`src/rtl/axi_cdma_desc_split_pkg.sv`:
```
// Shared state encoding and address-boundary constant for the CDMA descriptor splitter.
package axi_cdma_desc_split_pkg;

   typedef enum logic [1:0] {
      ST_IDLE  = 2'd0,
      ST_ISSUE = 2'd1,
      ST_WAIT  = 2'd2
   } state_e;

   localparam int unsigned BOUNDARY_4K = 4096;

endpackage

```
`src/rtl/axi_cdma_desc_split_if.sv`:
```
// Job, segment and status channels of the descriptor splitter.
// The DUT connects through the slave modport; the surrounding logic uses master.
interface axi_cdma_desc_split_if #(
   parameter int unsigned AXI_ADDR_WIDTH = 16,
   parameter int unsigned LEN_WIDTH      = 20,
   parameter int unsigned TAG_WIDTH      = 8
);
   logic [AXI_ADDR_WIDTH-1:0] s_axis_desc_read_addr;
   logic [AXI_ADDR_WIDTH-1:0] s_axis_desc_write_addr;
   logic [LEN_WIDTH-1:0]      s_axis_desc_len;
   logic [TAG_WIDTH-1:0]      s_axis_desc_tag;
   logic                      s_axis_desc_valid;
   logic                      s_axis_desc_ready;

   logic [AXI_ADDR_WIDTH-1:0] m_axis_desc_read_addr;
   logic [AXI_ADDR_WIDTH-1:0] m_axis_desc_write_addr;
   logic [LEN_WIDTH-1:0]      m_axis_desc_len;
   logic [TAG_WIDTH-1:0]      m_axis_desc_tag;
   logic                      m_axis_desc_valid;
   logic                      m_axis_desc_ready;

   logic [TAG_WIDTH-1:0]      s_axis_desc_status_tag;
   logic                      s_axis_desc_status_valid;
   logic [TAG_WIDTH-1:0]      m_axis_desc_status_tag;
   logic                      m_axis_desc_status_valid;

   modport slave (
      input  s_axis_desc_read_addr, s_axis_desc_write_addr, s_axis_desc_len,
      input  s_axis_desc_tag, s_axis_desc_valid,
      output s_axis_desc_ready,
      output m_axis_desc_read_addr, m_axis_desc_write_addr, m_axis_desc_len,
      output m_axis_desc_tag, m_axis_desc_valid,
      input  m_axis_desc_ready,
      input  s_axis_desc_status_tag, s_axis_desc_status_valid,
      output m_axis_desc_status_tag, m_axis_desc_status_valid
   );

   modport master (
      output s_axis_desc_read_addr, s_axis_desc_write_addr, s_axis_desc_len,
      output s_axis_desc_tag, s_axis_desc_valid,
      input  s_axis_desc_ready,
      input  m_axis_desc_read_addr, m_axis_desc_write_addr, m_axis_desc_len,
      input  m_axis_desc_tag, m_axis_desc_valid,
      output m_axis_desc_ready,
      output s_axis_desc_status_tag, s_axis_desc_status_valid,
      input  m_axis_desc_status_tag, m_axis_desc_status_valid
   );

endinterface

```
`src/rtl/axi_cdma_seg_len_calc.sv`:
```
// Combinational segment length: min(remaining, MAX_SEG_LEN), further clipped to the next
// 4 KiB boundary of both addresses when AXI_CDMA_DESC_SPLIT_4K_EN is defined.
module axi_cdma_seg_len_calc
   import axi_cdma_desc_split_pkg::*;
#(
   parameter int unsigned AXI_ADDR_WIDTH = 16,
   parameter int unsigned LEN_WIDTH      = 20,
   parameter int unsigned MAX_SEG_LEN    = 4096
) (
   input  logic [LEN_WIDTH-1:0]      rem_i,
   input  logic [AXI_ADDR_WIDTH-1:0] rd_addr_i,
   input  logic [AXI_ADDR_WIDTH-1:0] wr_addr_i,
   output logic [LEN_WIDTH-1:0]      seg_len_c_o
);

`ifdef AXI_CDMA_DESC_SPLIT_4K_EN
   localparam bit BOUNDARY_EN = 1'b1;
`else
   localparam bit BOUNDARY_EN = 1'b0;
`endif

   localparam logic [AXI_ADDR_WIDTH-1:0] PAGE_MASK = AXI_ADDR_WIDTH'(BOUNDARY_4K - 1);

   logic [LEN_WIDTH-1:0] rd_lim_c;
   logic [LEN_WIDTH-1:0] wr_lim_c;

   // Bytes left before each address crosses into the next 4 KiB page.
   always_comb begin
      rd_lim_c = LEN_WIDTH'(BOUNDARY_4K) - LEN_WIDTH'(rd_addr_i & PAGE_MASK);
      wr_lim_c = LEN_WIDTH'(BOUNDARY_4K) - LEN_WIDTH'(wr_addr_i & PAGE_MASK);
   end

   always_comb begin
      seg_len_c_o = rem_i;
      if (seg_len_c_o > LEN_WIDTH'(MAX_SEG_LEN)) seg_len_c_o = LEN_WIDTH'(MAX_SEG_LEN);
      if (BOUNDARY_EN && (seg_len_c_o > rd_lim_c)) seg_len_c_o = rd_lim_c;
      if (BOUNDARY_EN && (seg_len_c_o > wr_lim_c)) seg_len_c_o = wr_lim_c;
   end

endmodule

```
`src/rtl/axi_cdma_desc_split.sv`:
```
// Splits one CDMA copy job into MAX_SEG_LEN segments and reports job completion once all
// segment statuses are back. Optional 4 KiB splitting: define AXI_CDMA_DESC_SPLIT_4K_EN.
module axi_cdma_desc_split
   import axi_cdma_desc_split_pkg::*;
#(
   parameter int unsigned AXI_ADDR_WIDTH = 16,
   parameter int unsigned LEN_WIDTH      = 20,
   parameter int unsigned TAG_WIDTH      = 8,
   parameter int unsigned MAX_SEG_LEN    = 4096
) (
   input  logic                   clk,
   input  logic                   rst_n,
   axi_cdma_desc_split_if.slave   desc_if,
   output logic                   status_error
);

   state_e                    state_q;
   logic                      s_ready_q;
   logic                      m_valid_q;
   logic [AXI_ADDR_WIDTH-1:0] m_rd_q;
   logic [AXI_ADDR_WIDTH-1:0] m_wr_q;
   logic [LEN_WIDTH-1:0]      m_len_q;
   logic [TAG_WIDTH-1:0]      m_tag_q;
   logic [LEN_WIDTH-1:0]      rem_q;
   logic [LEN_WIDTH-1:0]      out_q;
   logic [LEN_WIDTH-1:0]      out_d;
   logic                      st_valid_q;
   logic [TAG_WIDTH-1:0]      st_tag_q;
   logic                      err_q;

   logic                      accept_c;
   logic                      hs_c;
   logic                      dec_c;
   logic                      stray_c;
   logic [AXI_ADDR_WIDTH-1:0] nxt_rd_c;
   logic [AXI_ADDR_WIDTH-1:0] nxt_wr_c;
   logic [LEN_WIDTH-1:0]      calc_rem_c;
   logic [AXI_ADDR_WIDTH-1:0] calc_rd_c;
   logic [AXI_ADDR_WIDTH-1:0] calc_wr_c;
   logic [LEN_WIDTH-1:0]      seg_len_c;

   // Only one job is in flight, so the returned status tag carries no information.
   logic unused_status_tag_c;
   assign unused_status_tag_c = ^desc_if.s_axis_desc_status_tag;

   assign accept_c = desc_if.s_axis_desc_valid && s_ready_q;
   assign hs_c     = m_valid_q && desc_if.m_axis_desc_ready;
   assign stray_c  = desc_if.s_axis_desc_status_valid && (out_q == '0) && !hs_c;
   assign dec_c    = desc_if.s_axis_desc_status_valid && !stray_c;
   assign out_d    = out_q + LEN_WIDTH'(hs_c) - LEN_WIDTH'(dec_c);
   assign nxt_rd_c = m_rd_q + AXI_ADDR_WIDTH'(m_len_q);
   assign nxt_wr_c = m_wr_q + AXI_ADDR_WIDTH'(m_len_q);

   // In IDLE the first segment is sized from the incoming job so it can be valid next cycle.
   always_comb begin
      calc_rem_c = rem_q;
      calc_rd_c  = nxt_rd_c;
      calc_wr_c  = nxt_wr_c;
      if (state_q == ST_IDLE) begin
         calc_rem_c = desc_if.s_axis_desc_len;
         calc_rd_c  = desc_if.s_axis_desc_read_addr;
         calc_wr_c  = desc_if.s_axis_desc_write_addr;
      end
   end

   axi_cdma_seg_len_calc #(
      .AXI_ADDR_WIDTH (AXI_ADDR_WIDTH),
      .LEN_WIDTH      (LEN_WIDTH),
      .MAX_SEG_LEN    (MAX_SEG_LEN)
   ) u_seg_len_calc (
      .rem_i       (calc_rem_c),
      .rd_addr_i   (calc_rd_c),
      .wr_addr_i   (calc_wr_c),
      .seg_len_c_o (seg_len_c)
   );

   always_ff @(posedge clk or negedge rst_n) begin
      if (!rst_n) begin
         state_q    <= ST_IDLE;
         s_ready_q  <= 1'b0;
         m_valid_q  <= 1'b0;
         m_rd_q     <= '0;
         m_wr_q     <= '0;
         m_len_q    <= '0;
         m_tag_q    <= '0;
         rem_q      <= '0;
         out_q      <= '0;
         st_valid_q <= 1'b0;
         st_tag_q   <= '0;
         err_q      <= 1'b0;
      end else begin
         out_q      <= out_d;
         st_valid_q <= 1'b0;
         if (stray_c) err_q <= 1'b1;
         unique case (state_q)
            ST_IDLE: begin
               s_ready_q <= 1'b1;
               if (accept_c) begin
                  m_tag_q <= desc_if.s_axis_desc_tag;
                  if (desc_if.s_axis_desc_len == '0) begin
                     st_valid_q <= 1'b1;
                     st_tag_q   <= desc_if.s_axis_desc_tag;
                  end else begin
                     s_ready_q <= 1'b0;
                     m_valid_q <= 1'b1;
                     m_rd_q    <= desc_if.s_axis_desc_read_addr;
                     m_wr_q    <= desc_if.s_axis_desc_write_addr;
                     m_len_q   <= seg_len_c;
                     rem_q     <= desc_if.s_axis_desc_len - seg_len_c;
                     state_q   <= ST_ISSUE;
                  end
               end
            end
            ST_ISSUE: begin
               if (hs_c) begin
                  if (rem_q != '0) begin
                     m_rd_q  <= nxt_rd_c;
                     m_wr_q  <= nxt_wr_c;
                     m_len_q <= seg_len_c;
                     rem_q   <= rem_q - seg_len_c;
                  end else begin
                     m_valid_q <= 1'b0;
                     if (out_d == '0) begin
                        state_q    <= ST_IDLE;
                        s_ready_q  <= 1'b1;
                        st_valid_q <= 1'b1;
                        st_tag_q   <= m_tag_q;
                     end else begin
                        state_q <= ST_WAIT;
                     end
                  end
               end
            end
            ST_WAIT: begin
               if (out_d == '0) begin
                  state_q    <= ST_IDLE;
                  s_ready_q  <= 1'b1;
                  st_valid_q <= 1'b1;
                  st_tag_q   <= m_tag_q;
               end
            end
            default: state_q <= ST_IDLE;
         endcase
      end
   end

   assign desc_if.s_axis_desc_ready        = s_ready_q;
   assign desc_if.m_axis_desc_valid        = m_valid_q;
   assign desc_if.m_axis_desc_read_addr    = m_rd_q;
   assign desc_if.m_axis_desc_write_addr   = m_wr_q;
   assign desc_if.m_axis_desc_len          = m_len_q;
   assign desc_if.m_axis_desc_tag          = m_tag_q;
   assign desc_if.m_axis_desc_status_valid = st_valid_q;
   assign desc_if.m_axis_desc_status_tag   = st_tag_q;
   assign status_error                     = err_q;

endmodule
```
`src/flat_wrapper.sv`:
```
// flat-port wrapper written by rule: the top's interface ports become plain ports
module axi_cdma_desc_split_flat import axi_cdma_desc_split_pkg::*;
#(
   parameter int unsigned AXI_ADDR_WIDTH = 16,
   parameter int unsigned LEN_WIDTH      = 20,
   parameter int unsigned TAG_WIDTH      = 8,
   parameter int unsigned MAX_SEG_LEN    = 4096
)
  (clk, rst_n, status_error, desc_if_s_axis_desc_read_addr, desc_if_s_axis_desc_write_addr, desc_if_s_axis_desc_len, desc_if_s_axis_desc_tag, desc_if_s_axis_desc_valid, desc_if_s_axis_desc_ready, desc_if_m_axis_desc_read_addr, desc_if_m_axis_desc_write_addr, desc_if_m_axis_desc_len, desc_if_m_axis_desc_tag, desc_if_m_axis_desc_valid, desc_if_m_axis_desc_ready, desc_if_s_axis_desc_status_tag, desc_if_s_axis_desc_status_valid, desc_if_m_axis_desc_status_tag, desc_if_m_axis_desc_status_valid);
  axi_cdma_desc_split_if #(.AXI_ADDR_WIDTH(AXI_ADDR_WIDTH), .LEN_WIDTH(LEN_WIDTH), .TAG_WIDTH(TAG_WIDTH)) desc_if_i ();
  input  logic clk;
  input  logic rst_n;
  output logic status_error;
  input wire logic [$bits(desc_if_i.s_axis_desc_read_addr)-1:0] desc_if_s_axis_desc_read_addr;
  input wire logic [$bits(desc_if_i.s_axis_desc_write_addr)-1:0] desc_if_s_axis_desc_write_addr;
  input wire logic [$bits(desc_if_i.s_axis_desc_len)-1:0] desc_if_s_axis_desc_len;
  input wire logic [$bits(desc_if_i.s_axis_desc_tag)-1:0] desc_if_s_axis_desc_tag;
  input wire logic [$bits(desc_if_i.s_axis_desc_valid)-1:0] desc_if_s_axis_desc_valid;
  output wire logic [$bits(desc_if_i.s_axis_desc_ready)-1:0] desc_if_s_axis_desc_ready;
  output wire logic [$bits(desc_if_i.m_axis_desc_read_addr)-1:0] desc_if_m_axis_desc_read_addr;
  output wire logic [$bits(desc_if_i.m_axis_desc_write_addr)-1:0] desc_if_m_axis_desc_write_addr;
  output wire logic [$bits(desc_if_i.m_axis_desc_len)-1:0] desc_if_m_axis_desc_len;
  output wire logic [$bits(desc_if_i.m_axis_desc_tag)-1:0] desc_if_m_axis_desc_tag;
  output wire logic [$bits(desc_if_i.m_axis_desc_valid)-1:0] desc_if_m_axis_desc_valid;
  input wire logic [$bits(desc_if_i.m_axis_desc_ready)-1:0] desc_if_m_axis_desc_ready;
  input wire logic [$bits(desc_if_i.s_axis_desc_status_tag)-1:0] desc_if_s_axis_desc_status_tag;
  input wire logic [$bits(desc_if_i.s_axis_desc_status_valid)-1:0] desc_if_s_axis_desc_status_valid;
  output wire logic [$bits(desc_if_i.m_axis_desc_status_tag)-1:0] desc_if_m_axis_desc_status_tag;
  output wire logic [$bits(desc_if_i.m_axis_desc_status_valid)-1:0] desc_if_m_axis_desc_status_valid;
  assign desc_if_i.s_axis_desc_read_addr = desc_if_s_axis_desc_read_addr;
  assign desc_if_i.s_axis_desc_write_addr = desc_if_s_axis_desc_write_addr;
  assign desc_if_i.s_axis_desc_len = desc_if_s_axis_desc_len;
  assign desc_if_i.s_axis_desc_tag = desc_if_s_axis_desc_tag;
  assign desc_if_i.s_axis_desc_valid = desc_if_s_axis_desc_valid;
  assign desc_if_s_axis_desc_ready = desc_if_i.s_axis_desc_ready;
  assign desc_if_m_axis_desc_read_addr = desc_if_i.m_axis_desc_read_addr;
  assign desc_if_m_axis_desc_write_addr = desc_if_i.m_axis_desc_write_addr;
  assign desc_if_m_axis_desc_len = desc_if_i.m_axis_desc_len;
  assign desc_if_m_axis_desc_tag = desc_if_i.m_axis_desc_tag;
  assign desc_if_m_axis_desc_valid = desc_if_i.m_axis_desc_valid;
  assign desc_if_i.m_axis_desc_ready = desc_if_m_axis_desc_ready;
  assign desc_if_i.s_axis_desc_status_tag = desc_if_s_axis_desc_status_tag;
  assign desc_if_i.s_axis_desc_status_valid = desc_if_s_axis_desc_status_valid;
  assign desc_if_m_axis_desc_status_tag = desc_if_i.m_axis_desc_status_tag;
  assign desc_if_m_axis_desc_status_valid = desc_if_i.m_axis_desc_status_valid;
  axi_cdma_desc_split #(.AXI_ADDR_WIDTH(AXI_ADDR_WIDTH), .LEN_WIDTH(LEN_WIDTH), .TAG_WIDTH(TAG_WIDTH), .MAX_SEG_LEN(MAX_SEG_LEN)) u_core (.clk(clk), .rst_n(rst_n), .desc_if(desc_if_i), .status_error(status_error));
endmodule
```
`config.mk`:
```
export PLATFORM = sky130hd
export DESIGN_NAME = axi_cdma_desc_split_flat
export DESIGN_NICKNAME = d
export VERILOG_FILES = /design/src/rtl/axi_cdma_desc_split_pkg.sv /design/src/rtl/axi_cdma_desc_split_if.sv /design/src/rtl/axi_cdma_seg_len_calc.sv /design/src/rtl/axi_cdma_desc_split.sv /design/src/flat_wrapper.sv
export SDC_FILE = /design/constraint.sdc
export NUM_CORES = 1
export LEC_CHECK = 0
export CAP_MARGIN = 25
export CELL_PAD_IN_SITES_DETAIL_PLACEMENT = 1
export CELL_PAD_IN_SITES_GLOBAL_PLACEMENT = 2
export CORE_MARGIN = 2
export CORE_UTILIZATION = 30
export DETAILED_ROUTE_END_ITERATION = 16
export GPL_ROUTABILITY_DRIVEN = 0
export GPL_TIMING_DRIVEN = 0
export PLACE_DENSITY_LB_ADDON = 0.1
export SYNTH_ARGS = -nofsm -noshare
export SYNTH_HDL_FRONTEND = slang
export SYNTH_SLANG_ARGS = --single-unit
```
`constraint.sdc`:
```
create_clock -name clk -period 4.6 [get_ports clk]
set_input_delay 0.46 -clock clk [delete_from_list [all_inputs] [get_ports clk]]
set_output_delay 0.46 -clock clk [all_outputs]
set_load 0.02 [all_outputs]
```
Yosys cells after proc, flatten, opt, wreduce, memory -nomap -nowiden
Index checks and enable logic that the tools add are counted.
{"block": "totals", "register_bits": 114, "inputBits": 73, "out_inout_bits": 72, "wordCells": 99}
{"block": "op_classes", "add_sub_neg": 6, "magnitude_cmp": 1, "n_eq_ne": 9, "muxes": 51, "reduce_logical": 20}
{"cell": "two-way mux 20 bit", "n": 10}
{"cell": "two-way mux 16 bit", "n": 8}
{"cell": "one-hot mux 20 bit (2 select lines)", "n": 2}
{"cell": "one-hot mux 16 bit (2 select lines)", "n": 2}
{"cell": "zero test 20 bit", "n": 3}
{"cell": "two-way mux 8 bit", "n": 5}
{"cell": "subtractor 20 bit", "n": 2}
{"cell": "adder 16 bit", "n": 2}
{"cell": "one-hot mux 8 bit (3 select lines)", "n": 1}
{"cell": "adder 20 x 1 -> 20 bit", "n": 1}
{"cell": "greater-than comparator 20 x 13 -> 1 bit (second input constant)", "n": 1}
{"cell": "AND reduction 5 bit", "n": 4}
{"cell": "nonzero test 20 bit", "n": 1}
{"cell": "subtractor 20 x 1 -> 20 bit", "n": 1}
{"cell": "two-way mux 1 bit", "n": 13}
{"cell": "two-way mux 2 bit", "n": 6}
{"cell": "inequality test 2 x 1 -> 1 bit (second input constant)", "n": 4}
{"cell": "inequality test 2 bit (second input constant)", "n": 3}
{"cell": "one-hot mux 1 bit (3 select lines)", "n": 2}
{"cell": "one-hot mux 2 bit (3 select lines)", "n": 1}
{"cell": "logical AND 1 bit", "n": 5}
{"cell": "AND reduction 3 bit", "n": 1}
{"cell": "nonzero test 3 bit", "n": 1}
{"cell": "== test 2 x 1 -> 1 bit (second input constant)", "n": 1}
{"cell": "6 further kinds", "n": 7}

Logic depth before layout (Yosys ltp)
Gate-level depths: netlist of the first run.
{"block": "depth", "ltp_word": 11, "depth_mapped": 20, "ltp_nobuf": 19}

Cells and area by module
Synthesis of the first run repeated with hierarchy kept, for this count alone.
{"block": "hier_totals", "hier_cells": 1066, "area_unflattened_um2": 9168.8}
{"module": "axi_cdma_desc_split", "instances": 1, "cells_each": 1037, "area_per_inst_um2": 8956.1, "seq_area_each_um2": 2852.7}
{"module": "axi_cdma_seg_len_calc", "instances": 1, "cells_each": 29, "area_per_inst_um2": 212.7, "seq_area_each_um2": 0.0}

Worst setup path before layout of the first run
OpenSTA, ideal clock, no wires.
{"block": "synth_path", "kind": "register to register", "from": "register u_core.out_q[6]", "to": "register u_core.st_valid_q (netlist: u_core.desc_if.m_axis_desc_status_valid)", "setup_time_ns": 0.077, "arrival_time_ns": 4.559, "required_time_ns": 4.523, "path_slack_ns": -0.036, "path_stages_with_launch": 20, "n_path_buf": 0, "synth_period_minus_slack_ns": 4.636, "path_cell_list": "dfrtp_1 -> inv_1 -> ha_1 -> nand4_1 -> nor3_1 -> nor2b_1 -> ha_1 -> inv_1 -> ha_1 -> fa_1 -> a21oi_1 -> o22ai_2 -> o311a_1 -> or3_4 -> a211oi_2 -> nand3_1 -> or4_1 -> or4_1 -> or4_1 -> a21oi_1"}
{"block": "synth_between", "elab_chain_cells": 11, "elab_cells_between_ends": 12, "classes_between": "add/sub: 2; mux: 4; reduce/logical: 6"}
{"element": "from (decl)", "line_no": "axi_cdma_desc_split.sv:25", "text": "logic [LEN_WIDTH-1:0] out_q;"}
{"element": "from (signal assigned)", "line_no": "axi_cdma_desc_split.sv:92", "text": "out_q <= out_d;"}
{"element": "parallel branches: the longest is 5 deep, another holds adder 20 x 1 -> 20 bit"}
{"element": "subtractor 20 x 1 -> 20 bit (*)", "line_no": "axi_cdma_desc_split.sv:50", "text": "assign out_d = out_q + LEN_WIDTH'(hs_c) - LEN_WIDTH'(dec_c);"}
{"element": "zero test 20 bit (*)", "line_no": "axi_cdma_desc_split.sv:123, axi_cdma_desc_split.sv:135"}
{"element": "two-way mux 1 bit (*)", "line_no": "axi_cdma_desc_split.sv:123, axi_cdma_desc_split.sv:135"}
{"element": "two-way mux 1 bit", "line_no": "axi_cdma_desc_split.sv:116", "text": "if (rem_q != '0) begin"}
{"element": "two-way mux 1 bit", "line_no": "axi_cdma_desc_split.sv:115", "text": "if (hs_c) begin"}
{"element": "one-hot mux 1 bit (3 select lines) (*)", "line_no": "axi_cdma_desc_split.sv:95", "text": "unique case (state_q)"}
{"element": "to (signal assigned)", "line_no": "axi_cdma_desc_split.sv:93", "text": "st_valid_q <= 1'b0;"}
{"element": "to (signal assigned)", "line_no": "axi_cdma_desc_split.sv:126", "text": "st_valid_q <= 1'b1;"}
{"element": "to (signal assigned)", "line_no": "axi_cdma_desc_split.sv:138", "text": "st_valid_q <= 1'b1;"}
{"element": "to (decl)", "line_no": "axi_cdma_desc_split.sv:27", "text": "logic st_valid_q;"}
Mark *: on every way between the ends.
A chain may end at the register's enable or synchronous reset.

Worst setup path in the final report of the first run
{"block": "layout_path", "from": "register u_core.out_q[11]", "to": "register u_core.st_valid_q (netlist: u_core.desc_if.m_axis_desc_status_valid)"}
Same word-level chain as after synthesis.

==> out/summary.md, run 1 <==
## Final layout
* 3,304 — fill cell total of the finished layout
* 1,347 — nets@finish
* sky130_fd_sc_hd__clkdlybuf4s50_1 — most common library cell in the layout ignoring fill and taps
* sky130_fd_sc_hd__clkdlybuf4s50_1 (135), sky130_fd_sc_hd__dfrtp_1 (114), sky130_fd_sc_hd__nand2_1 (112), sky130_fd_sc_hd__o21ai_0 (85), sky130_fd_sc_hd__ha_1 (74) — commonest non-fill, non-tap cells in the layout
* 0.148 — share of post-route cells with drive strength above 1
* 11,800 um^2 — Layout Cell Area excl Fill
* 35.1% — layout overhead on the synthesized area
* 0.411 — core occupancy in the finished layout

## Drt
* 4 — number of iterations in the first detailed-routing pass
* 0 — Residual DRC
* 295 — violation count after the first detailed-route iteration
* 19.3 um — routed wire length per instance
* 5.07 — via density per instance
* 8,037 — via count
* 0 — Detail Route Antenna Nets
* 30.6 mm — wire length after detailed routing

## Global route
* 0 — number of antenna violations at the first check in global routing
* 81 — pin count of the biggest net entering global routing
* 0 — overall overflow remaining after global route
* 48.3 mm — first-pass GRT wire length
* 0.203 — gr usage total
* 8,581 — via count of the first global-routing pass

## Timing
* 1.03 — Period Utilization, post-route
* 4.74 ns — time the worst path needs with I/O delays and setup
* -0.141 ns — Final WS setup
* 0.387 — max_slew headroom
* 0.0139 ns — setup skew after layout
* 1 — final setup violation count
* 211 MHz — top achievable clock speed
* 0 — final hold violation count
* yes — unrepaired setup endpoints after global routing
* 0 — number of pins exceeding their max-slew limit in the final report
* -0.141 ns — sum of negative setup slack
* 0.919 ns — Least-Margin Pin Slew

## Floorplan
* 30,400 um^2 — Die Outline Area
* 28,600 um^2 — area of the placeable core
* 174 um — horizontal die dimension
* 62 — FP Rows
* 145 — number of primary I/O pins
* 174 um — Die Height
* 0.304 — starting density of the core

## Synthesis
* 1.00 — proportion of register bits with asynchronous set or reset after synthesis
* 999 — instance count of the mapped netlist
* 0 — number of synthesized flops with an enable pin
* 114 — Yosys reg bits
* 8.71 um^2 — Post-Syn Area per Cell
* 8700 um^2 — Synth Cell Area
* 70 — count of different cell masters after synthesis
* 0.328 — sequential area share after synthesis
* sky130_fd_sc_hd__dfrtp_1 — most frequently used flop master after synthesis
* 0 — YS warnings

## Setup path
* 5.09 ns — arrival time of data at the critical path endpoint
* sky130_fd_sc_hd__or4_4 — Crit-path slowest cell
* 3 — critical-path maximum fanout
* reg -> reg — type of the worst setup path
* flip-flop — Critical Path Sink Type
* 0.49 ns — Largest stage delay, worst path
* flip-flop — Critical Path Start Type
* inv_2 -> ha_4 -> nand4_1 -> nor3_2 -> nor2b_1 -> ha_1 -> inv_2 -> ha_4 -> fa_2 -> a21oi_4 -> o22ai_4 -> o311a_4 -> or3_4 -> a211oi_2 -> nand3_2 -> or4_1 -> or4_4 -> or4_4 -> a21oi_2 — CP cell instances
* 4.95 ns — CP Data Required Time

## Placement
* 23.1 mm — final HPWL from detailed placement
* 136 — port buffer count
* 10,600 um^2 — post-placement cell area

## CTS
* 2 — clock tree buffer depth
* 0.06 ns — clock-pin slew on the worst setup and hold paths
* built — TritonCTS clock tree
* 4 — count of H-tree levels built during CTS
* 17 — number of buffers created by CTS
* 0.42 ns — Clk Latency, worst-skew pair
* sky130_fd_sc_hd__clkbuf_16 — root buffer cell
* 114 — CTS Sinks

## Pwr
* 5.12 nW — LEAKAGE
* 802 nW/um^2 — P per Cell Area
* 0.000230 V — Worst IR Drop VDD

## Outcome
* negative setup slack — violations in the final reports
* finished with violations — result of the run

## Job
* 0 — max-capacitance violation count

## Worst hold path
* reg -> reg — worst hold path class

[cell type report]
cell class                 instances  area (um^2)  share of cell area
clock inverter                     9          154              0.0131
timing repair buffer             167         1640               0.139
tap                              384          480              0.0409
antenna                            1         2.50            0.000213
multi-input combinational        785         5710               0.486
clock buffer                      22          474              0.0403
sequential                       114         2850               0.243
inverter                          67          251              0.0214
buffer                            36          196              0.0167
[where the power goes]
part           internal [mW]  switching, mW  leakage, nW
registers               1.46          0.386         1.40
clock network          0.947          0.512        0.302
logic                   2.63           3.49         3.41
total                   5.03           4.39         5.12
[layer usage]
layer / vias to the layer above / global-route usage / wire length (um)
li1: 3956 / - / -
met5: - / 0 / 0
met1: 3943 / 0.268 / 14400
met2: 114 / 0.350 / 14900
met3: 24 / 0.0280 / 778
met4: 0 / 0.0504 / 500
[cells by family (layout without fill, tap and decap cells)]
family                     Yosys count  after routing  synth area share
other                                1              7          0.000431
buffers and inverters              105            301            0.0490
xor gates and xnor gates            37             37            0.0373
AOI/OAI and AO/OA                  237            237             0.169
adders and majority gates           86             86             0.127
DFF                                114            114             0.328
and+or+nand+nor                    354            354             0.209
muxes                               65             65            0.0804
[worst max-delay path: cells and delay by family (launching register included)]
kind / cells / cell delay [ns]
DFF: 1 / 0.38
and+or+nand+nor: 8 / 2.12
AOI/OAI and AO/OA: 5 / 1.05
buffers and inverters: 2 / 0.14
adders and majority gates: 4 / 0.96
[synth_stat cells (all sizes together), types with 6 or more instances]
cell | instances | share of area
dfrtp | 114 | 0.33
nand2 | 113 | 0.049
o21ai | 91 | 0.052
ha | 82 | 0.12
inv | 67 | 0.029
nor2 | 55 | 0.024
a21oi | 53 | 0.030
mux2 | 39 | 0.050
nand3 | 34 | 0.020
clkbuf | 30 | 0.014
nor3 | 30 | 0.017
mux2i | 26 | 0.030
nor3b | 21 | 0.018
xor2 | 20 | 0.020
xnor2 | 17 | 0.017
nand3b | 15 | 0.013
a21o | 14 | 0.012
nand4 | 14 | 0.010
nor2b | 13 | 0.0093
and2 | 12 | 0.0089
nor4 | 11 | 0.0079
a31oi | 9 | 0.0065
a21boi | 7 | 0.0060
buf | 7 | 0.0047
o211ai | 7 | 0.0060
o21a | 6 | 0.0052
o21bai | 6 | 0.0052
or3 | 6 | 0.0055
or4 | 6 | 0.0052
[stage by stage]
stage / hold slack, ns / cells / power, mW / worst slack, ns
final: 0.487 / 1585 / 9.42 / -0.141
after global routing: 0.513 / 1584 / 10.2 / -0.368
after CTS: 0.494 / 1568 / 9.22 / -0.174
after detailed placement: 0.391 / 1525 / 7.40 / -1.02
after global placement: 0.471 / 1524 / 7.31 / -2.17
after floorplan: 0.164 / 1004 / 5.57 / 0.0140
[worst paths after layout]
kind	startpoint	end	slack [ns]	depth (start not counted)
max in group asynchronous	rst_n	u_core.desc_if.m_axis_desc_len[5]	3.32	3
setup reg to reg	u_core.out_q[11]	u_core.desc_if.m_axis_desc_status_valid	-0.14	19
hold reg to reg	u_core.desc_if.m_axis_desc_len[17]	u_core.desc_if.m_axis_desc_len[17]	0.49	1
min in group asynchronous	rst_n	u_core.out_q[16]	0.51	2
hold / removal	u_core.desc_if.m_axis_desc_len[17]	u_core.desc_if.m_axis_desc_len[17]	0.49	1
setup / recovery	u_core.out_q[11]	u_core.desc_if.m_axis_desc_status_valid	-0.14	19
[flip-flops by register name, indices dropped and copies added, names as in the netlist, 2 cells and up]
| signal | flops |
|---|---|
| u_core.desc_if.m_axis_desc_len | 20 |
| u_core.desc_if.m_axis_desc_read_addr | 16 |
| u_core.desc_if.m_axis_desc_status_tag | 8 |
| u_core.desc_if.m_axis_desc_tag | 8 |
| u_core.desc_if.m_axis_desc_write_addr | 16 |
| u_core.out_q | 20 |
| u_core.rem_q | 20 |
| u_core.state_q | 2 |
[timing repair]
| action | CTS | global route |
|---|---|---|
| gates resized for setup | 47 | 50 |
| setup buffers | 13 | 14 |
| hold buffers | 1 | 0 |
| pin swaps | 16 | 18 |
| setup endpoints to repair | 22 | 18 |
| gates cloned | 0 | 2 |
| endpoints found under the hold margin | 34 | 0 |
Power figures use the tool's default switching activity.
==> inputs of run 2 (changes only) <==
- CAP_MARGIN: 25 -> not set
- CORE_MARGIN: 2 -> 3
==> run 2 against run 1 <==
Net effect: the run still ends with negative setup slack left; core utilization barely moved; worst setup slack got worse by 0.041 ns; largest power group unchanged; combinational power fell by 3%; total power fell by 2.9%; first-iteration DRC count rose by 10%; clock skew rose by 0.0035 ns; design area fell by 1.5%; critical endpoint unchanged; register-to-register slack got worse by 0.04 ns; hold slack got worse by 0.012 ns.
==> out/summary.md, run 2 (synthesis results as in run 1) <==
## Outcome
* finished with violations — result of the run
* negative setup slack — violations in the final reports

## Floorplan
* 176 um — horizontal die dimension
* 61 — FP Rows
* 145 — number of primary I/O pins
* 31,100 um^2 — Die Outline Area
* 176 um — Die Height
* 0.309 — starting density of the core
* 28,200 um^2 — area of the placeable core

## CTS
* 4 — count of H-tree levels built during CTS
* sky130_fd_sc_hd__clkbuf_16 — root buffer cell
* 2 — clock tree buffer depth
* 0.06 ns — clock-pin slew on the worst setup and hold paths
* 17 — number of buffers created by CTS
* built — TritonCTS clock tree
* 0.43 ns — Clk Latency, worst-skew pair
* 114 — CTS Sinks

## Drt
* 14.4 mm — wl on met1
* 678 um — met3 wire len
* met4 — highest signal layer in the routed design
* 325 — violation count after the first detailed-route iteration
* 0 — Detail Route Antenna Nets
* 30.0 mm — wire length after detailed routing
* 5.10 — via density per instance
* 14.6 mm — met2 wirelength from detailed routing
* 4 — number of iterations in the first detailed-routing pass
* 0 — Residual DRC
* 7,987 — via count
* 19.2 um — routed wire length per instance

## Timing
* 0.841 ns — Least-Margin Pin Slew
* 0 — number of pins exceeding their max-slew limit in the final report
* 4.78 ns — time the worst path needs with I/O delays and setup
* yes — unrepaired setup endpoints after global routing
* 0.439 — max_slew headroom
* -0.182 ns — sum of negative setup slack
* 0.0173 ns — setup skew after layout
* 1 — final setup violation count
* 209 MHz — top achievable clock speed
* 0 — final hold violation count
* -0.182 ns — Final WS setup
* 1.04 — Period Utilization, post-route

## Final layout
* 0.138 — share of post-route cells with drive strength above 1
* 0.411 — core occupancy in the finished layout
* 5700 um^2 — area of the multi-input gates
* 33.1% — layout overhead on the synthesized area
* sky130_fd_sc_hd__clkdlybuf4s50_1 — most common library cell in the layout ignoring fill and taps
* 2850 um^2 — sequential standard cell area
* 0 — final antenna diode count
* 1,334 — nets@finish
* 3,265 — fill cell total of the finished layout
* sky130_fd_sc_hd__clkdlybuf4s50_1 (135), sky130_fd_sc_hd__dfrtp_1 (114), sky130_fd_sc_hd__nand2_1 (113), sky130_fd_sc_hd__o21ai_0 (87), sky130_fd_sc_hd__ha_1 (73) — commonest non-fill, non-tap cells in the layout

## Global route
* 0 — number of antenna violations at the first check in global routing
* 0 — overall overflow remaining after global route
* 66 — pin count of the biggest net entering global routing
* 47.5 mm — first-pass GRT wire length
* 0.195 — gr usage total
* 8,515 — via count of the first global-routing pass

## Setup path
* flip-flop — Critical Path Start Type
* 4.95 ns — CP Data Required Time
* reg -> reg — type of the worst setup path
* 3 — critical-path maximum fanout
* -0.18 ns — worst reg2reg setup slack
* 5.14 ns — arrival time of data at the critical path endpoint
* 19 — depth of the worst register-to-register path
* u_core.desc_if.m_axis_desc_status_valid — R2R Path End
* u_core.out_q[6] — r2r startpoint
* flip-flop — Critical Path Sink Type

## Pwr
* 0.000239 V — Worst IR Drop VDD
* 0.474 — switch share
* 4.81 mW — internal power component
* 0.147 — power share of the clock group
* 790 nW/um^2 — P per Cell Area
* 9.15 mW — total power draw
* 5.01 nW — LEAKAGE
* 4.34 mW — reported net switching power
* 0.651 — Logic pwr share
* 0.202 — sequential fraction of design power

## Job
* 0 — max-capacitance violation count

## Worst hold path
* u_core.status_error — Min-Delay Endpoint
* u_core.status_error — source of the worst hold timing path
* reg -> reg — worst hold path class
* 1 — worst hold stages

## Placement
* 136 — port buffer count
* 22.9 mm — final HPWL from detailed placement

## run 2: cell types whose count changed in the layout (fill, tap and decap cells not counted), moves of 2 or more
cell / delta
sky130_fd_sc_hd__clkbuf_8: -2
sky130_fd_sc_hd__o21ai_0: +2
sky130_fd_sc_hd__nand3_1: +2
sky130_fd_sc_hd__buf_6: -5
sky130_fd_sc_hd__bufinv_16: -2
sky130_fd_sc_hd__nand3_2: -2
sky130_fd_sc_hd__o21ai_1: -3
sky130_fd_sc_hd__buf_4: -7
sky130_fd_sc_hd__ha_4: +2
sky130_fd_sc_hd__clkinvlp_4: +4
sky130_fd_sc_hd__nor4_2: -2
## run 2: worst max-delay path by stage
stage | startpoint | end | slack, ns
finish | u_core.out_q[6] | u_core.desc_if.m_axis_desc_status_valid | -0.18
global route | u_core.out_q[9] | u_core.desc_if.m_axis_desc_status_valid | -0.34
CTS | u_core.out_q[14] | u_core.desc_if.m_axis_desc_status_valid | -0.20
detailed placement | desc_if_s_axis_desc_status_valid | u_core.desc_if.m_axis_desc_status_valid | -1.12
global placement | rst_n | u_core.desc_if.m_axis_desc_write_addr[8] | -2.14
floorplan | u_core.out_q[6] | u_core.desc_if.m_axis_desc_status_valid | 0.01
## run 2: cell type report
class | instances | area share
Buffer | 36 | 0.0172
Inverter | 67 | 0.0217
Clock inverter | 12 | 0.0115
Tap cell | 378 | 0.0409
Multi-Input combinational cell | 785 | 0.492
Timing Repair Buffer | 154 | 0.131
Clock buffer | 20 | 0.0386
Sequential cell | 114 | 0.246
## run 2: through the flow
step                hold WS [ns]  cells  cell area (um^2)  worst slack [ns]
floorplan                  0.164   1004              8720            0.0140
global placement           0.452   1518             10600             -2.14
detailed placement         0.462   1519             10600             -1.12
CTS                        0.476   1557             11400            -0.196
global route               0.503   1566             11600            -0.342
finish                     0.475   1566             11600            -0.182
## run 2: what timing repair did
| action | CTS | global route |
|---|---|---|
| hold endpoints to repair | 4 | 0 |
| resized for setup | 44 | 41 |
| buffers inserted | 7 | 9 |
| hold buffers | 1 | 0 |
| pin swaps | 11 | 9 |
| setup endpoints to repair | 21 | 17 |
## run 2: critical path: stages, from the launching register on
cell	delay (ns)
sky130_fd_sc_hd__dfrtp_1	0.37
sky130_fd_sc_hd__inv_1	0.12
sky130_fd_sc_hd__ha_4	0.16
sky130_fd_sc_hd__nand4_1	0.10
sky130_fd_sc_hd__nor3_2	0.20
sky130_fd_sc_hd__nor2b_1	0.07
sky130_fd_sc_hd__ha_1	0.28
sky130_fd_sc_hd__inv_2	0.04
sky130_fd_sc_hd__ha_4	0.16
sky130_fd_sc_hd__fa_2	0.39
sky130_fd_sc_hd__a21oi_4	0.23
sky130_fd_sc_hd__o22ai_4	0.10
sky130_fd_sc_hd__o311a_4	0.35
sky130_fd_sc_hd__or3_4	0.34
sky130_fd_sc_hd__a211oi_2	0.18
sky130_fd_sc_hd__nand3_1	0.10
sky130_fd_sc_hd__or4_4	0.43
sky130_fd_sc_hd__or4_4	0.42
sky130_fd_sc_hd__or4_4	0.50
sky130_fd_sc_hd__a21oi_2	0.16
## run 2: metal layers
metal / vias up / track usage
met2: 101 / 0.333
met3: 20 / 0.0282
met5: - / 0
li1: 3934 / -
met4: 0 / 0.0452
met1: 3932 / 0.262
## run 2: power by group through the flow
| stage | combinational [mW] | clock, mW | sequential [mW] |
|---|---|---|---|
| final | 5.95 | 1.34 | 1.85 |
| after global routing | 6.62 | 1.42 | 1.91 |
| after CTS | 5.82 | 1.38 | 1.85 |
| after detailed placement | 5.54 | 0 | 1.86 |
| after global placement | 5.47 | 0 | 1.85 |
| after floorplan | 3.58 | 0 | 1.99 |
==> inputs of run 3 (changes only) <==
- CORE_ASPECT_RATIO: not set -> 0.75
==> run 3 against run 2 <==
Net effect: the run still ends with negative setup slack left; worst setup slack worse by 0.059 ns; core utilization is 0.20 points higher; wire length up 3.8%; clock power is 4% lower; non-clock buffer count rose by 12; via count increased by 2.0%; critical path depth did not move; cell count grew 1.1%; total power grew 1.8%; register-to-register slack got worse by 0.06 ns; clock skew down 0.0056 ns; largest cell class unchanged; largest power group unchanged; highest routed layer unchanged.
==> out/summary.md, run 3 (synthesis results as in run 1) <==
## Timing
* 0.315 — max_slew headroom
* 1.05 — Period Utilization, post-route
* 4.84 ns — time the worst path needs with I/O delays and setup
* 207 MHz — top achievable clock speed
* yes — unrepaired setup endpoints after global routing
* 0.487 ns — worst slack on hold paths
* 0 — number of pins exceeding their max-slew limit in the final report
* -0.241 ns — Final WS setup
* 0.0118 ns — setup skew after layout
* 0 — final hold violation count
* 1.03 ns — Least-Margin Pin Slew
* 1 — final setup violation count

## Final layout
* 34.1% — layout overhead on the synthesized area
* 11,700 um^2 — Layout Cell Area excl Fill
* sky130_fd_sc_hd__clkdlybuf4s50_1 (135), sky130_fd_sc_hd__dfrtp_1 (114), sky130_fd_sc_hd__nand2_1 (112), sky130_fd_sc_hd__o21ai_0 (84), sky130_fd_sc_hd__ha_1 (74) — commonest non-fill, non-tap cells in the layout
* 1,346 — nets@finish
* 0 — final antenna diode count
* sky130_fd_sc_hd__clkdlybuf4s50_1 — most common library cell in the layout ignoring fill and taps
* 0.144 — share of post-route cells with drive strength above 1

## Setup path
* 19 — depth of the worst register-to-register path
* 5.19 ns — arrival time of data at the critical path endpoint
* u_core.desc_if.m_axis_desc_status_valid — R2R Path End
* 4.95 ns — CP Data Required Time
* 3 — critical-path maximum fanout
* u_core.out_q[15] — r2r startpoint
* -0.24 ns — worst reg2reg setup slack
* flip-flop — Critical Path Start Type
* reg -> reg — type of the worst setup path
* flip-flop — Critical Path Sink Type

## Global route
* 8,030 — via count of the first global-routing pass
* 0.198 — gr usage total
* 48.0 mm — first-pass GRT wire length
* 0 — overall overflow remaining after global route
* 0 — number of antenna violations at the first check in global routing
* 77 — pin count of the biggest net entering global routing

## Pwr
* 0.137 — power share of the clock group
* 798 nW/um^2 — P per Cell Area
* 4.45 mW — reported net switching power
* 0.199 — sequential fraction of design power
* 4.86 mW — internal power component
* 0.664 — Logic pwr share
* 5.08 nW — LEAKAGE
* 0.478 — switch share
* 0.000366 V — Worst IR Drop VDD

## Floorplan
* 31,100 um^2 — Die Outline Area
* 145 — number of primary I/O pins
* 153 um — Die Height
* 53 — FP Rows
* 0.308 — starting density of the core
* 28,200 um^2 — area of the placeable core
* 203 um — horizontal die dimension

## CTS
* 114 — CTS Sinks
* 0.43 ns — Clk Latency, worst-skew pair
* 4 — count of H-tree levels built during CTS
* 2 — clock tree buffer depth
* sky130_fd_sc_hd__clkbuf_16 — root buffer cell
* 0.06 ns — clock-pin slew on the worst setup and hold paths
* 17 — number of buffers created by CTS
* built — TritonCTS clock tree

## Worst hold path
* u_core.desc_if.m_axis_desc_len[18] — Min-Delay Endpoint
* reg -> reg — worst hold path class
* 1 — worst hold stages
* u_core.desc_if.m_axis_desc_len[18] — source of the worst hold timing path

## Outcome
* finished with violations — result of the run
* negative setup slack — violations in the final reports

## Drt
* 19.7 um — routed wire length per instance
* 5.15 — via density per instance
* 31.1 mm — wire length after detailed routing
* 314 — violation count after the first detailed-route iteration
* 4 — number of iterations in the first detailed-routing pass
* 8,145 — via count
* 0 — Detail Route Antenna Nets
* 0 — Residual DRC

## Job
* 0 — max-capacitance violation count

## Placement
* 136 — port buffer count
* 10,600 um^2 — post-placement cell area
* 24.0 mm — final HPWL from detailed placement
* -1.07 ns — post-placement worst setup slack

run 3: cell types whose count changed in the layout (fill, tap and decap cells not counted), moves of 3 or more:
cell	before	now
sky130_fd_sc_hd__clkinvlp_4	6	1
sky130_fd_sc_hd__buf_6	5	8
sky130_fd_sc_hd__buf_4	18	26
sky130_fd_sc_hd__o21ai_1	1	5
sky130_fd_sc_hd__o21ai_0	87	84
sky130_fd_sc_hd__clkbuf_8	2	5
run 3: worst max-delay path by stage:
stage | depth (start not counted) | endpoint | from | slack [ns]
2_1_floorplan | 19 | u_core.desc_if.m_axis_desc_status_valid | u_core.out_q[6] | 0.01
4_1_cts | 19 | u_core.desc_if.m_axis_desc_status_valid | u_core.out_q[7] | -0.25
3_3_place_gp | 1 | u_core.rem_q[9] | rst_n | -2.10
5_1_grt | 19 | u_core.desc_if.m_axis_desc_status_valid | u_core.out_q[16] | -0.43
6_report | 19 | u_core.desc_if.m_axis_desc_status_valid | u_core.out_q[15] | -0.24
3_5_place_dp | 19 | u_core.desc_if.m_axis_desc_status_valid | desc_if_m_axis_desc_ready | -1.07
run 3: what timing repair did:
| item | in CTS | in global routing |
|---|---|---|
| pin swaps | 15 | 19 |
| hold buffers | 1 | 0 |
| endpoints found under the setup margin | 24 | 18 |
| gates resized for setup | 49 | 45 |
| setup buffers | 16 | 10 |
| hold endpoints to repair | 38 | 0 |
| gates cloned | 0 | 2 |
run 3: worst max-delay path, stage by stage (launching register included):
cell                       delay (ns)
sky130_fd_sc_hd__dfrtp_1         0.39
sky130_fd_sc_hd__inv_2           0.09
sky130_fd_sc_hd__ha_4            0.12
sky130_fd_sc_hd__nand4_1         0.18
sky130_fd_sc_hd__nor3_2          0.19
sky130_fd_sc_hd__nor2b_1         0.08
sky130_fd_sc_hd__ha_1            0.29
sky130_fd_sc_hd__inv_2           0.05
sky130_fd_sc_hd__ha_4            0.16
sky130_fd_sc_hd__fa_2            0.37
sky130_fd_sc_hd__a21oi_4         0.19
sky130_fd_sc_hd__o22ai_2         0.12
sky130_fd_sc_hd__o311a_4         0.36
sky130_fd_sc_hd__or3_4           0.38
sky130_fd_sc_hd__a211oi_2        0.17
sky130_fd_sc_hd__nand3_1         0.13
sky130_fd_sc_hd__or4_1           0.40
sky130_fd_sc_hd__or4_1           0.40
sky130_fd_sc_hd__or4_4           0.54
sky130_fd_sc_hd__a21oi_4         0.15
run 3: metal layers:
| metal | track usage | part of all wire |
|---|---|---|
| met1 | 0.313 | 0.55 |
| met2 | 0.280 | 0.41 |
| met3 | 0.0345 | 0.037 |
| met5 | 0 | 0 |
| met4 | 0.0412 | 0.0096 |
run 3: final cells by class:
type                    instances  area (um^2)
clock inverters                 5         52.6
clock buffers                  25          495
well taps                     385          482
inverters                      67          251
multi-input cells             785         5720
fillers                      3305        16600
plain buffers                  36          196
repair buffers                166         1620
flip-flops and latches        114         2850
run 3: power by group through the flow:
| stage | sequential (mW) | clock [mW] | combinational, mW |
|---|---|---|---|
| 2_1_floorplan | 1.99 | 0 | 3.58 |
| 3_3_place_gp | 1.85 | 0 | 5.53 |
| 3_5_place_dp | 1.86 | 0 | 5.60 |
| 4_1_cts | 1.85 | 1.31 | 5.89 |
| 5_1_grt | 1.91 | 1.36 | 6.83 |
| 6_report | 1.85 | 1.28 | 6.18 |
run 3: through the flow:
step	setup TNS (ns)	std cells	util	power, mW
final	-0.241	1583	0.413	9.31
after global routing	-2.29	1583	0.413	10.1
after CTS	-0.246	1571	0.404	9.06
after detailed placement	-15.96	1526	0.375	7.46
after global placement	-252.91	1525	0.374	7.38
after floorplan	0	1004	-	5.57
